### config.mk
export PLATFORM = sky130hd
export DESIGN_NAME = cpu_control_flat
export DESIGN_NICKNAME = d
export VERILOG_FILES = /design/src/rtl/cpu_pkg.sv /design/src/rtl/cpu_control_if.sv /design/src/rtl/cpu_control_btn_edge.sv /design/src/rtl/cpu_control.sv /design/src/flat_wrapper.sv
export SDC_FILE = /design/constraint.sdc
export NUM_CORES = 1
export LEC_CHECK = 0
export ABC_AREA = 1
export BUFFER_PORTS_ARGS = -buffer_cell sky130_fd_sc_hd__buf_2
export CAP_MARGIN = 20
export CORE_ASPECT_RATIO = 0.5
export CORE_MARGIN = 10
export CORE_UTILIZATION = 25
export CTS_CLUSTER_SIZE = 10
export DETAILED_ROUTE_END_ITERATION = 10
export MAX_ROUTING_LAYER = met4
export SYNTH_ARGS = -nofsm -noshare
export SYNTH_HDL_FRONTEND = slang
export SYNTH_HIERARCHICAL = 1
export SYNTH_SLANG_ARGS = --single-unit
### constraint.sdc
create_clock -name clk -period 1.82 [get_ports clk]
set_input_delay 0.273 -clock clk [delete_from_list [all_inputs] [get_ports clk]]
set_output_delay 0.273 -clock clk [all_outputs]
set_load 0.01 [all_outputs]
### src/rtl/cpu_pkg.sv
`default_nettype none
// ============================================================================
// Module   : cpu_pkg
// Purpose  : Shared Mini-CPU encodings (state, opcode) and the instruction
//            field decoder used by the control stage.
// Revision : 1.0 - initial release
// ============================================================================
package cpu_pkg;

   typedef enum logic [2:0] {
      ST_OFF     = 3'b000,
      ST_FETCH   = 3'b001,
      ST_DECODE  = 3'b010,
      ST_READ    = 3'b011,
      ST_CALC    = 3'b100,
      ST_DISPLAY = 3'b101,
      ST_STORE   = 3'b110
   } cpu_state_t;

   typedef enum logic [2:0] {
      OP_LOAD    = 3'b000,
      OP_ADD     = 3'b001,
      OP_ADDI    = 3'b010,
      OP_SUB     = 3'b011,
      OP_SUBI    = 3'b100,
      OP_MUL     = 3'b101,
      OP_CLEAR   = 3'b110,
      OP_DISPLAY = 3'b111
   } opcode_t;

   typedef struct packed {
      opcode_t     op;
      logic [3:0]  a1;
      logic [3:0]  a2;
      logic [3:0]  a3;
      logic [15:0] imm;
   } decoded_t;

   // Splits an instruction word into the fields its opcode actually uses;
   // fields an opcode does not use are returned as zero.
   function automatic decoded_t decode_instr(input logic [15:0] instr);
      decoded_t d;
      d     = '0;
      d.op  = opcode_t'(instr[15:13]);
      d.a1  = instr[12:9];
      case (d.op)
         OP_LOAD:                  d.imm = {{7{instr[8]}}, instr[8:0]};
         OP_ADDI, OP_SUBI, OP_MUL: begin
            d.a2  = instr[8:5];
            d.imm = {{11{instr[4]}}, instr[4:0]};
         end
         OP_ADD, OP_SUB: begin
            d.a2 = instr[8:5];
            d.a3 = instr[4:1];
         end
         default: ;
      endcase
      return d;
   endfunction

endpackage
`default_nettype wire

### src/rtl/cpu_control_if.sv
`default_nettype none
// ============================================================================
// Module   : cpu_control_if
// Purpose  : User/memory facing signal bundle of the control stage.
// Revision : 1.0 - initial release
// ============================================================================
interface cpu_control_if;
   import cpu_pkg::*;

   logic        power;
   logic        send;
   logic [15:0] instr;
   logic        read_ack;
   logic        store_ack;
   cpu_state_t  state;
   opcode_t     opcode;
   logic [3:0]  addr1;
   logic [3:0]  addr2;
   logic [3:0]  addr3;
   logic [15:0] imm;
   logic        busy;
   logic        err;
   logic [7:0]  instr_count;

   // Environment side: drives user controls and memory acknowledges.
   modport master (
      output power, send, instr, read_ack, store_ack,
      input  state, opcode, addr1, addr2, addr3, imm, busy, err, instr_count
   );

   // Control stage side.
   modport slave (
      input  power, send, instr, read_ack, store_ack,
      output state, opcode, addr1, addr2, addr3, imm, busy, err, instr_count
   );

endinterface
`default_nettype wire

### src/rtl/cpu_control_btn_edge.sv
`default_nettype none
// ============================================================================
// Module   : btn_edge
// Purpose  : Rising-edge detector for the synchronous send button; a held
//            button yields a single one-cycle request.
// Revision : 1.0 - initial release
// ============================================================================
module btn_edge (
   input  wire logic clk,
   input  wire logic rst_n,
   input  wire logic i_btn,
   output logic      o_rise
);

   logic r_prev;

   // Remember last cycle's button level.
   always_ff @(posedge clk or negedge rst_n) begin
      if (!rst_n) r_prev <= 1'b0;
      else        r_prev <= i_btn;
   end

   assign o_rise = i_btn & ~r_prev;

endmodule
`default_nettype wire

### src/rtl/cpu_control.sv
`default_nettype none
// ============================================================================
// Module   : cpu_control
// Purpose  : Mini-CPU control/decode stage: captures an instruction on a
//            send edge, decodes it and sequences the CPU state with
//            acknowledge timeouts.
// Revision : 1.0 - initial release
// ============================================================================
module cpu_control
   import cpu_pkg::*;
#(
   parameter int ACK_TIMEOUT = 15,
   parameter int DISP_CYCLES = 4
) (
   input wire logic     clk,
   input wire logic     rst_n,
   cpu_control_if.slave bus
);

   // One counter serves both the acknowledge wait and the display hold.
   localparam int CNT_MAX = (ACK_TIMEOUT > DISP_CYCLES) ? ACK_TIMEOUT : DISP_CYCLES;
   localparam int CNT_W   = (CNT_MAX < 2) ? 1 : $clog2(CNT_MAX);

   cpu_state_t  r_state;
   opcode_t     r_op;
   logic [3:0]  r_a1, r_a2, r_a3;
   logic [15:0] r_imm;
   logic        r_err;
   logic [7:0]  r_count;
   logic [CNT_W-1:0] r_cnt;

   logic     w_req;
   decoded_t w_dec;

   btn_edge u_btn_edge (
      .clk    (clk),
      .rst_n  (rst_n),
      .i_btn  (bus.send),
      .o_rise (w_req)
   );

   assign w_dec = decode_instr(bus.instr);

   // Main sequencer; power loss overrides every other event.
   always_ff @(posedge clk or negedge rst_n) begin
      if (!rst_n) begin
         r_state <= ST_OFF;
         r_op    <= OP_LOAD;
         r_a1    <= '0;
         r_a2    <= '0;
         r_a3    <= '0;
         r_imm   <= '0;
         r_err   <= 1'b0;
         r_count <= '0;
         r_cnt   <= '0;
      end else if (!bus.power) begin
         r_state <= ST_OFF;
         r_cnt   <= '0;
      end else begin
         case (r_state)
            ST_OFF: r_state <= ST_FETCH;
            ST_FETCH: begin
               r_cnt <= '0;
               if (w_req) begin
                  r_op    <= w_dec.op;
                  r_a1    <= w_dec.a1;
                  r_a2    <= w_dec.a2;
                  r_a3    <= w_dec.a3;
                  r_imm   <= w_dec.imm;
                  r_err   <= 1'b0;
                  r_state <= ST_DECODE;
               end
            end
            ST_DECODE: begin
               r_cnt   <= '0;
               r_state <= (r_op == OP_LOAD || r_op == OP_CLEAR) ? ST_CALC : ST_READ;
            end
            ST_READ: begin
               if (bus.read_ack) begin
                  r_cnt   <= '0;
                  r_state <= ST_CALC;
               end else if (r_cnt == CNT_W'(ACK_TIMEOUT - 1)) begin
                  r_cnt   <= '0;
                  r_err   <= 1'b1;
                  r_state <= ST_FETCH;
               end else begin
                  r_cnt <= r_cnt + 1'b1;
               end
            end
            ST_CALC: begin
               r_cnt   <= '0;
               r_state <= (r_op == OP_DISPLAY) ? ST_DISPLAY : ST_STORE;
            end
            ST_STORE: begin
               if (bus.store_ack) begin
                  r_cnt   <= '0;
                  r_state <= ST_DISPLAY;
               end else if (r_cnt == CNT_W'(ACK_TIMEOUT - 1)) begin
                  r_cnt   <= '0;
                  r_err   <= 1'b1;
                  r_state <= ST_FETCH;
               end else begin
                  r_cnt <= r_cnt + 1'b1;
               end
            end
            ST_DISPLAY: begin
               if (r_cnt == CNT_W'(DISP_CYCLES - 1)) begin
                  r_cnt   <= '0;
                  r_count <= r_count + 8'd1;
                  r_state <= ST_FETCH;
               end else begin
                  r_cnt <= r_cnt + 1'b1;
               end
            end
            default: begin
               r_cnt   <= '0;
               r_state <= ST_OFF;
            end
         endcase
      end
   end

   assign bus.state       = r_state;
   assign bus.opcode      = r_op;
   assign bus.addr1       = r_a1;
   assign bus.addr2       = r_a2;
   assign bus.addr3       = r_a3;
   assign bus.imm         = r_imm;
   assign bus.err         = r_err;
   assign bus.instr_count = r_count;
   assign bus.busy        = (r_state != ST_OFF) && (r_state != ST_FETCH);

endmodule
`default_nettype wire

### src/flat_wrapper.sv
// flat-port wrapper written by rule: the top's interface ports become plain ports
module cpu_control_flat import cpu_pkg::*;
#(
   parameter int ACK_TIMEOUT = 15,
   parameter int DISP_CYCLES = 4
)
  (clk, rst_n, bus_power, bus_send, bus_instr, bus_read_ack, bus_store_ack, bus_state, bus_opcode, bus_addr1, bus_addr2, bus_addr3, bus_imm, bus_busy, bus_err, bus_instr_count);
  cpu_control_if bus_i ();
  input wire logic clk;
  input wire logic rst_n;
  input wire logic [$bits(bus_i.power)-1:0] bus_power;
  input wire logic [$bits(bus_i.send)-1:0] bus_send;
  input wire logic [$bits(bus_i.instr)-1:0] bus_instr;
  input wire logic [$bits(bus_i.read_ack)-1:0] bus_read_ack;
  input wire logic [$bits(bus_i.store_ack)-1:0] bus_store_ack;
  output wire logic [$bits(bus_i.state)-1:0] bus_state;
  output wire logic [$bits(bus_i.opcode)-1:0] bus_opcode;
  output wire logic [$bits(bus_i.addr1)-1:0] bus_addr1;
  output wire logic [$bits(bus_i.addr2)-1:0] bus_addr2;
  output wire logic [$bits(bus_i.addr3)-1:0] bus_addr3;
  output wire logic [$bits(bus_i.imm)-1:0] bus_imm;
  output wire logic [$bits(bus_i.busy)-1:0] bus_busy;
  output wire logic [$bits(bus_i.err)-1:0] bus_err;
  output wire logic [$bits(bus_i.instr_count)-1:0] bus_instr_count;
  assign bus_i.power = bus_power;
  assign bus_i.send = bus_send;
  assign bus_i.instr = bus_instr;
  assign bus_i.read_ack = bus_read_ack;
  assign bus_i.store_ack = bus_store_ack;
  assign bus_state = bus_i.state;
  assign bus_opcode = bus_i.opcode;
  assign bus_addr1 = bus_i.addr1;
  assign bus_addr2 = bus_i.addr2;
  assign bus_addr3 = bus_i.addr3;
  assign bus_imm = bus_i.imm;
  assign bus_busy = bus_i.busy;
  assign bus_err = bus_i.err;
  assign bus_instr_count = bus_i.instr_count;
  cpu_control #(.ACK_TIMEOUT(ACK_TIMEOUT), .DISP_CYCLES(DISP_CYCLES)) u_core (.clk(clk), .rst_n(rst_n), .bus(bus_i));
endmodule
==> impl_metrics.tcl, run 1 <==
set metrics [dict create \
    ios 66 \
    synth_compound_area_frac 0.0641 \
    rsz0062_at_grt "false" \
    grt_max_degree 42 \
    synth_mux_area_frac 0 \
    routed_wirelength_mm 5.57 \
    cp_cell_sequence "nor2_4, nand2_2, inv_2, nand3_4, inv_2, nand3_2, o21ai_0" \
    nFillCells 920 \
    critPathArrivalTime_ns 1.82 \
    yosys-top-cells-count "101 x nand2_1, 41 x dfrtp_1, 36 x inv_1" \
    clockBufferDepth 2 \
    finalMaxSlewViolations 0 \
    cp-end-kind "flop" \
    routedWlPerCell_um 12.0 \
    clock-sinks 41 \
    ys_ff_latch 41 \
    synth_fa_ha_area_frac 0.0169 \
    clk_pin_slew_worst_paths_ns 0.06 \
    crit_required_ns 2.02 \
    vias_per_cell 4.10 \
    syn_area_um2 2220 \
    synth_xor_area_frac 0.0315 \
    initial_core_util 0.256 \
    grt_pass1_vias 1857 \
    drv_cap 0 \
    tightest_slew_ns 0.528 \
    fp.dieArea_um2 13300 \
    ant_nets 0 \
    cts_inserted_buffers 5 \
    cts_tree "built" \
    yosysMostFrequentCell "nand2_1" \
    synth-simple-area-share 0.313 \
    place.port_buffers 65 \
    outcome "finished clean" \
    placed_area_um2 2620 \
    cts_setup_buffers 0 \
    cts_resized 0 \
    synth_top_area_share 0.461 \
    yosysTopAreaCell "dfrtp_1" \
    synth_top_family_by_area "simple AND/OR/NAND/NOR gates" \
    start_kind "flop" \
    skew_ns 0.00622 \
    area_growth_pct 24.2 \
    ys_warn_count 6 \
    gp_congestion 0.836 \
    clk_latency_ns 0.28 \
    drive_above_1_share 0.268 \
    core_region_area_um2 8680 \
    row_count 24 \
    synthFlopType "dfrtp_1" \
    grt_antenna_before_repair 0 \
    yosys-top-cells-area "dfrtp_1 46%, nand2_1 17%, inv_1 6.1%, nand3_1 5.2%, o21ai_0 3.1%" \
    synth.net_count 309 \
    async_reset_ff_frac 1.00 \
    drc 0 \
    synth_edf_count 0 \
    die_x_um 153 \
    powerDensity_nw_per_um2 1240 \
    irDropWorstVdd_mv 0.359 \
    gr-total-overflow 0 \
    hold_viol_final 0 \
    period_share 0.887 \
    fin_area_um2 2760 \
    cts-htree-levels 2 \
    fmax_mhz 619 \
    path_max_fanout 17 \
    max_stage_delay_ns 0.47 \
    slew-limit-headroom 0.648 \
    drt_iter0_markers 119 \
    hpwl_mm 4.36 \
    dp_slack_ns 0.204 \
    vias 1907 \
    multi_input_area_um2 947 \
    nNetsFinal 371 \
    critPathSlowestCell "dfrtp_1" \
    syn_avg_cell_area_um2 7.83 \
    critical_path_buf_inv_count 2 \
    die_h_um 86.7 \
    period_minus_slack_ns 1.61 \
    hold_class "input pin to async pin" \
    leakage_nw 1.61 \
    path_class "flop to flop" \
    cts_hold_buf 0 \
    root_buffer "clkbuf_16" \
    netlist_instances 284 \
    cpLargestDelayFamily "simple AND/OR/NAND/NOR gates" \
    first_pass_iters 4 \
    yosysUniqueCellTypes 26 \
    grtUsageTotal 0.0854 \
    finalWorstSetupSlack_ns 0.205 \
    seq_area_frac_synth 0.461 \
    cpMostUsedCell "inv_2" \
    setup_viol 0 \
    timing.setup.tns_ns 0 \
    layout.area.seq_um2 1030 \
    grt_first_pass_wirelength_mm 9.29 \
]
## registers in the layout, indices dropped and copies added, names as in the netlist
register                  count
u_core/bus.imm                9
u_core/u_btn_edge/r_prev      1
u_core/bus.addr2              4
u_core/bus.addr3              4
u_core/bus.opcode             3
u_core/bus.instr_count        8
u_core/r_cnt                  4
u_core/bus.err                1
u_core/bus.addr1              4
u_core/bus.state              3
## worst paths after layout
check / start / endpoint / slack (ns) / cells past startpoint
worst min register to register: u_core/bus.addr1[2] / u_core/bus.addr1[2] / 0.47 / 2
worst max-delay path: u_core/bus.state[1] / u_core/bus.imm[3] / 0.21 / 7
worst max register to register: u_core/bus.state[1] / u_core/bus.imm[3] / 0.21 / 7
max in group asynchronous: rst_n / u_core/bus.addr2[2] / 1.40 / 2
worst min-delay path: rst_n / u_core/bus.instr_count[5] / 0.05 / 2
min in group clk: bus_send / u_core/u_btn_edge/r_prev / 0.11 / 1
## kinds of logic after synthesis
family | Yosys count
DFF | 41
adders and majority gates | 3
xor gates and xnor gates | 8
AOI/OAI and AO/OA | 26
and+or+nand+nor | 153
buffers and inverters | 53
## power by group
part | total (W) | leakage [nW] | switching [W] | internal (W)
logic | 0.00122 | 1.01 | 0.000748 | 0.000471
registers | 0.00134 | 0.530 | 0.000192 | 0.00115
clock network | 0.000856 | 0.0696 | 0.000354 | 0.000502
## layout make-up
| type | instances | share of cell area |
|---|---|---|
| sequential | 41 | 0.371 |
| clock buffer | 5 | 0.0453 |
| clock inverter | 3 | 0.00634 |
| timing repair buffer | 68 | 0.126 |
| tap | 117 | 0.0530 |
| antenna | 1 | 0.000906 |
| inverter | 40 | 0.0543 |
| multi-input combinational | 190 | 0.343 |
## layer usage
layer | wire, um | global-route usage | share of wire | up-vias
li1 | - | - | - | 1010
met1 | 2540 | 0.102 | 0.46 | 853
met2 | 2690 | 0.138 | 0.48 | 38
met3 | 267 | 0.0227 | 0.048 | 6
met4 | 69 | 0.0315 | 0.012 | 0
met5 | 0 | - | 0 | -
## per-stage QoR
stage | instances | hold WS (ns) | utilization | total power (W)
after floorplan | 284 | -0.0226 | - | 0.00216
after global placement | 456 | 0.377 | 0.302 | 0.00260
after detailed placement | 456 | 0.378 | 0.302 | 0.00260
after CTS | 464 | 0.0748 | 0.318 | 0.00347
after global routing | 464 | 0.0903 | 0.318 | 0.00369
final | 465 | 0.0476 | 0.318 | 0.00342
## cell usage in the layout, fill, tap and decap left out, drive strengths merged
master,netlist,final
buf,13,68
xnor2,3,3
a21oi,4,4
diode,0,1
dfrtp,41,41
xor2,5,5
nand2,103,103
clkinv,0,2
inv,40,40
clkinvlp,0,1
o31ai,4,4
o21ai,17,17
or2,1,1
clkbuf,0,5
nand4,4,4
nor3,2,2
o21a,1,1
ha,3,3
nor2,14,14
nand3,29,29
Power figures use the tool's default switching activity.
==> run 2, diff against run 1 <==
- PLACE_DENSITY: unset -> 0.48
- clock period: 1.82 -> 1.9 ns (I/O delays scaled with it)
==> run 2 against run 1 <==
Sequential power decreased by 3%. First-iteration DRC count decreased by 29%. Global-route usage grew 0.18 points. Clock power is 14% higher. Die area unchanged. Non-clock buffer count rose by 3. Count of clock-buffer cells in the layout unchanged. Critical path depth unchanged. Critical endpoint unchanged.
==> impl_metrics.tcl, run 2 (same netlist as run 1, synthesis figures left out) <==
set metrics [dict create \
    outcome "finished clean" \
    skew_ns 0.00943 \
    mostFrequentLayoutCell "nand2_1" \
    finalWorstSetupSlack_ns 0.372 \
    clock-sinks 41 \
    layout.area.seq_um2 1030 \
    share_comb_of_total_power 0.337 \
    gp_congestion 0.822 \
    area_growth_pct 26.4 \
    holdPathEnd "u_core/u_btn_edge/r_prev" \
    critPathArrivalTime_ns 1.73 \
    gr-total-overflow 0 \
    clk_pin_slew_worst_paths_ns 0.06 \
    fmax_mhz 654 \
    seqPwrFrac 0.378 \
    vias_per_cell 4.10 \
    hold_viol_final 0 \
    drv_cap 0 \
    drive_above_1_share 0.271 \
    clockBufferDepth 2 \
    crit_required_ns 2.10 \
    cp-end-kind "flop" \
    finalMaxSlewViolations 0 \
    multi_input_area_um2 947 \
    grt_pass1_vias 1927 \
    hold_class "input pin to flop" \
    largest_reg_flops 9 \
    tightest_slew_ns 0.414 \
    slew-limit-headroom 0.721 \
    fp.dieArea_um2 13300 \
    routedWlPerCell_um 12.3 \
    irDropWorstVdd_mv 0.410 \
    first_pass_iters 4 \
    row_count 24 \
    root_buffer "clkbuf_16" \
    drc 0 \
    hpwl_mm 4.60 \
    antennaDiodeCount 0 \
    p_switching_w 0.00125 \
    period_share 0.804 \
    powerDensity_nw_per_um2 1220 \
    grt_antenna_before_repair 0 \
    rsz0062_at_grt "false" \
    swShare 0.364 \
    clk_latency_ns 0.28 \
    period_minus_slack_ns 1.53 \
    path_max_fanout 10 \
    min_from "bus_send" \
    die_x_um 153 \
    clockPowerShare 0.284 \
    path_class "flop to flop" \
    crit_start "u_core/bus.state[1]" \
    die_h_um 86.7 \
    grt_max_degree 24 \
    ff2ff_path_depth 7 \
    cts_tree "built" \
    regToRegSetupSlack_ns 0.37 \
    cts-htree-levels 2 \
    r2r-start "u_core/bus.state[1]" \
    timing.setup.tns_ns 0 \
    nFillCells 947 \
    core_region_area_um2 8680 \
    cts_inserted_buffers 5 \
    cts_resized 0 \
    dp_slack_ns 0.359 \
    final_cell_mix "101 x nand2_1, 65 x buf_2, 41 x dfrtp_1" \
    leakage_nw 1.64 \
    ant_nets 0 \
    ios 66 \
    initial_core_util 0.256 \
    setup_viol 0 \
    routed_wirelength_mm 5.72 \
    start_kind "flop" \
    holdPathStages 1 \
    nNetsFinal 374 \
    grt_first_pass_wirelength_mm 9.45 \
    grtUsageTotal 0.0873 \
    drt_iter0_markers 85 \
    vias 1913 \
    p_int_w 0.00218 \
    r2r-end "u_core/bus.imm[3]" \
    place.port_buffers 65 \
]
run 2: cell count changes in the layout (fill, tap and decap cells not counted):
cell	change
clkinv_2	-1
inv_6	+1
bufinv_16	+1
buf_4	+2
diode_2	-1
clkinvlp_4	-1
dlygate4sd3_1	+1
run 2: what timing repair did:
| item | 4_1_cts | 5_1_grt |
|---|---|---|
| buffers inserted | 0 | 0 |
| endpoints found under the hold margin | 14 | 0 |
| hold buffers | 1 | 0 |
run 2: final cells by class:
| cell class | count | area share |
|---|---|---|
| Sequential cell | 41 | 0.365 |
| Multi-Input combinational cell | 190 | 0.337 |
| Timing Repair Buffer | 71 | 0.133 |
| Inverter | 40 | 0.0534 |
| Tap cell | 117 | 0.0521 |
| Clock buffer | 5 | 0.0445 |
| Clock inverter | 3 | 0.0156 |
run 2: layer usage:
| metal | wire [um] | GRT usage |
|---|---|---|
| met1 | 2640 | 0.0978 |
| met2 | 2900 | 0.155 |
| met3 | 116 | 0.0178 |
| met4 | 62 | 0.0281 |
| met5 | 0 | - |
run 2: worst max path at each step:
stage	cells past startpoint	end
global route	7	u_core/bus.state[2]
detailed placement	6	u_core/bus.addr3[1]
finish	7	u_core/bus.imm[3]
floorplan	7	u_core/bus.state[2]
global placement	7	u_core/bus.imm[3]
CTS	7	u_core/bus.imm[3]
run 2: critical path: stages, from the launching register on:
cell	delay, ns
dfrtp_1	0.48
nor2_4	0.17
nand2_2	0.08
inv_2	0.08
nand3_4	0.13
inv_2	0.19
nand3_2	0.12
o21ai_0	0.18
run 2: power groups by stage:
stage	logic [W]	clock network, W	registers (W)
floorplan	0.000681	0	0.00139
global placement	0.00118	0	0.00131
detailed placement	0.00118	0	0.00131
CTS	0.00119	0.00101	0.00130
global route	0.00131	0.00105	0.00133
finish	0.00116	0.000974	0.00130
run 2: through the flow:
| stage | hold slack, ns | instance area (um2) | power [W] | utilization | cells |
|---|---|---|---|---|---|
| after floorplan | -0.0106 | 2220 | 0.00207 | - | 284 |
| after global placement | 0.238 | 2630 | 0.00250 | 0.303 | 458 |
| after detailed placement | 0.231 | 2630 | 0.00249 | 0.303 | 458 |
| after CTS | 0.116 | 2810 | 0.00350 | 0.324 | 467 |
| after global routing | 0.112 | 2810 | 0.00369 | 0.324 | 467 |
| final | 0.123 | 2810 | 0.00343 | 0.324 | 467 |
==> run 3, diff against run 2 <==
- ABC_AREA: 1 -> 0
- PLACE_DENSITY: 0.48 -> 0.5
- clock period: 1.9 -> 1.35 ns (I/O delays scaled with it)
==> run 3 against run 2 <==
Design area up 16%. Routed wire length rose by 14%. The run now ends with negative setup slack left. Area after synthesis decreased by 6.6%. Largest power group is now combinational logic. Register-to-register slack got worse by 0.70 ns. Sequential share of layout area shrank 5.1 points. Sequential power up 37%.
==> impl_metrics.tcl, run 3 <==
set metrics [dict create \
    leakage_nw 1.72 \
    root_buffer "clkbuf_16" \
    antennaDiodeCount 0 \
    syn_avg_cell_area_um2 9.12 \
    gr-total-overflow 0 \
    grt_first_pass_wirelength_mm 10.9 \
    ant_nets 0 \
    clk_latency_ns 0.29 \
    ys_warn_count 6 \
    synth_edf_count 0 \
    clockBufferDepth 2 \
    largest_reg_flops 9 \
    nNetsFinal 356 \
    cts_inserted_buffers 5 \
    routed_wirelength_mm 6.54 \
    violations "negative setup slack" \
    rsz0062_at_grt "true" \
    cp-end-kind "flop" \
    path_max_fanout 6 \
    final_cell_mix "64 x buf_2, 50 x nand2_1, 40 x dfrtp_1" \
    period_minus_slack_ns 1.68 \
    yosysTopAreaCell "dfrtp_1" \
    first_pass_iters 4 \
    core_region_area_um2 8060 \
    critPathArrivalTime_ns 1.89 \
    clock-sinks 41 \
    cts_tree "built" \
    start_kind "flop" \
    tightest_slew_ns 0.510 \
    irDropWorstVdd_mv 0.499 \
    yosys-top-cells-count "57 x nand2_1, 41 x dfrtp_1, 16 x o21ai_0" \
    crit_required_ns 1.56 \
    placed_area_um2 2780 \
    grt_max_degree 23 \
    ios 66 \
    timing.setup.tns_ns -6.57 \
    hpwl_mm 4.88 \
    hold_ws_ns 0.0406 \
    row_count 23 \
    period_share 1.24 \
    path_class "flop to flop" \
    cp_cell_sequence "or3b_4, a211oi_2, o2111ai_2, o21bai_1, o2bb2ai_1" \
    async_reset_ff_frac 1.00 \
    seq_area_frac_synth 0.494 \
    fmax_mhz 595 \
    setup_viol 41 \
    hold_viol_final 0 \
    finalWorstSetupSlack_ns -0.331 \
    syn_area_um2 2080 \
    outcome "complete, but fails checks" \
    dp_slack_ns -0.285 \
    synth_top_area_share 0.494 \
    hold_class "input pin to flop" \
    vias 1989 \
    ys_ff_latch 41 \
    area_growth_pct 57.4 \
    mostFrequentLayoutCell "buf_2" \
    clk_pin_slew_worst_paths_ns 0.06 \
    routedWlPerCell_um 14.7 \
    slew-limit-headroom 0.660 \
    drive_above_1_share 0.479 \
    drv_cap 0 \
    initial_core_util 0.258 \
    critPathSlowestCell "dfrtp_2" \
    synth.net_count 253 \
    netlist_instances 228 \
    die_x_um 149 \
    skew_ns 0.00580 \
    grtUsageTotal 0.109 \
    final_core_util 0.406 \
    powerDensity_nw_per_um2 1780 \
    synthFlopType "dfrtp_1" \
    drc 0 \
    yosysMostFrequentCell "nand2_1" \
    yosysUniqueCellTypes 43 \
    finalMaxSlewViolations 0 \
    fin_area_um2 3270 \
    max_stage_delay_ns 0.43 \
    grt_pass1_vias 2077 \
    gp_congestion 0.845 \
    place.port_buffers 65 \
    yosys-top-cells-area "dfrtp_1 49%, nand2_1 10%, o21ai_0 3.9%, nand3_1 2.9%, buf_4 2.5%" \
    die_h_um 84.5 \
    grt_antenna_before_repair 0 \
    fp.dieArea_um2 12600 \
    cts-htree-levels 2 \
    vias_per_cell 4.48 \
    drt_iter0_markers 76 \
]
==> run 3: cell types whose count changed in the layout (fill, tap and decap cells not counted), moves of 4 or more <==
cell,before,now
inv_1,36,7
nor2_1,10,4
nand3_1,23,11
buf_4,5,33
buf_6,0,10
nand3_2,5,1
o21ai_0,14,8
nand2_1,101,50
a22o_1,0,5
==> run 3: final cells by class <==
class                   instances  area, um2
clock buffers                   5        125
clock inverters                 3       46.3
fillers                       805       4790
inverters                       9       36.3
multi-input cells             161       1090
flip-flops and latches         41       1030
well taps                     112        140
repair buffers                113        806
==> run 3: layer usage <==
metal	GRT usage	routed length (um)	up-vias
li1	-	-	988
met1	0.118	2830	966
met2	0.190	3380	26
met3	0.0257	236	9
met4	0.0381	89	0
met5	-	0	-
==> run 3: through the flow <==
| stage | total power [W] | instances |
|---|---|---|
| after floorplan | 0.00298 | 228 |
| after global placement | 0.00398 | 424 |
| after detailed placement | 0.00402 | 424 |
| after CTS | 0.00574 | 440 |
| after global routing | 0.00623 | 444 |
| final | 0.00582 | 444 |
==> run 3: path summary, 6_finish.rpt <==
| path | from | endpoint | slack, ns | depth (start not counted) |
|---|---|---|---|---|
| setup / recovery | u_core/bus.state[2] | u_core/r_cnt[2] | -0.33 | 5 |
| hold / removal | bus_send | u_core/u_btn_edge/r_prev | 0.04 | 1 |
| setup reg to reg | u_core/bus.state[2] | u_core/r_cnt[2] | -0.33 | 5 |
| hold reg to reg | u_core/bus.imm[0] | u_core/bus.imm[0] | 0.47 | 2 |
| max in group asynchronous | rst_n | u_core/bus.addr3[3] | 0.37 | 3 |
| min in group asynchronous | rst_n | u_core/bus.addr2[0] | 0.42 | 2 |
==> run 3: cell families (layout without fill, tap and decap cells) <==
group / after synthesis / count (layout) / share of synthesized area
DFF: 41 / 41 / 0.494
muxes: 1 / 1 / 0.00542
adders and majority gates: 3 / 3 / 0.0181
xor gates and xnor gates: 8 / 8 / 0.0337
AOI/OAI and AO/OA: 45 / 45 / 0.147
buffers and inverters: 26 / 130 / 0.0620
and+or+nand+nor: 104 / 104 / 0.240
==> run 3: power breakdown <==
| group | switching [W] | leakage [nW] | internal, W |
|---|---|---|---|
| logic | 0.00134 | 1.10 | 0.00131 |
| clock network | 0.000514 | 0.0800 | 0.000875 |
| registers | 0.000215 | 0.545 | 0.00156 |
| total | 0.00206 | 1.72 | 0.00375 |
==> run 3: repair_timing <==
item	CTS	global route
gates cloned	2	0
pin swaps	15	14
endpoints found under the hold margin	20	0
setup endpoints to repair	42	41
resized for setup	37	16
hold buffers	1	0
buffers inserted	6	5
==> run 3: worst max-delay path, delay by kind of cell, from the launching register on <==
kind / cells / cell delay, ns
AND/OR/NAND/NOR: 1 / 0.41
flip-flops: 1 / 0.43
AO/OA/AOI/OAI: 4 / 0.76
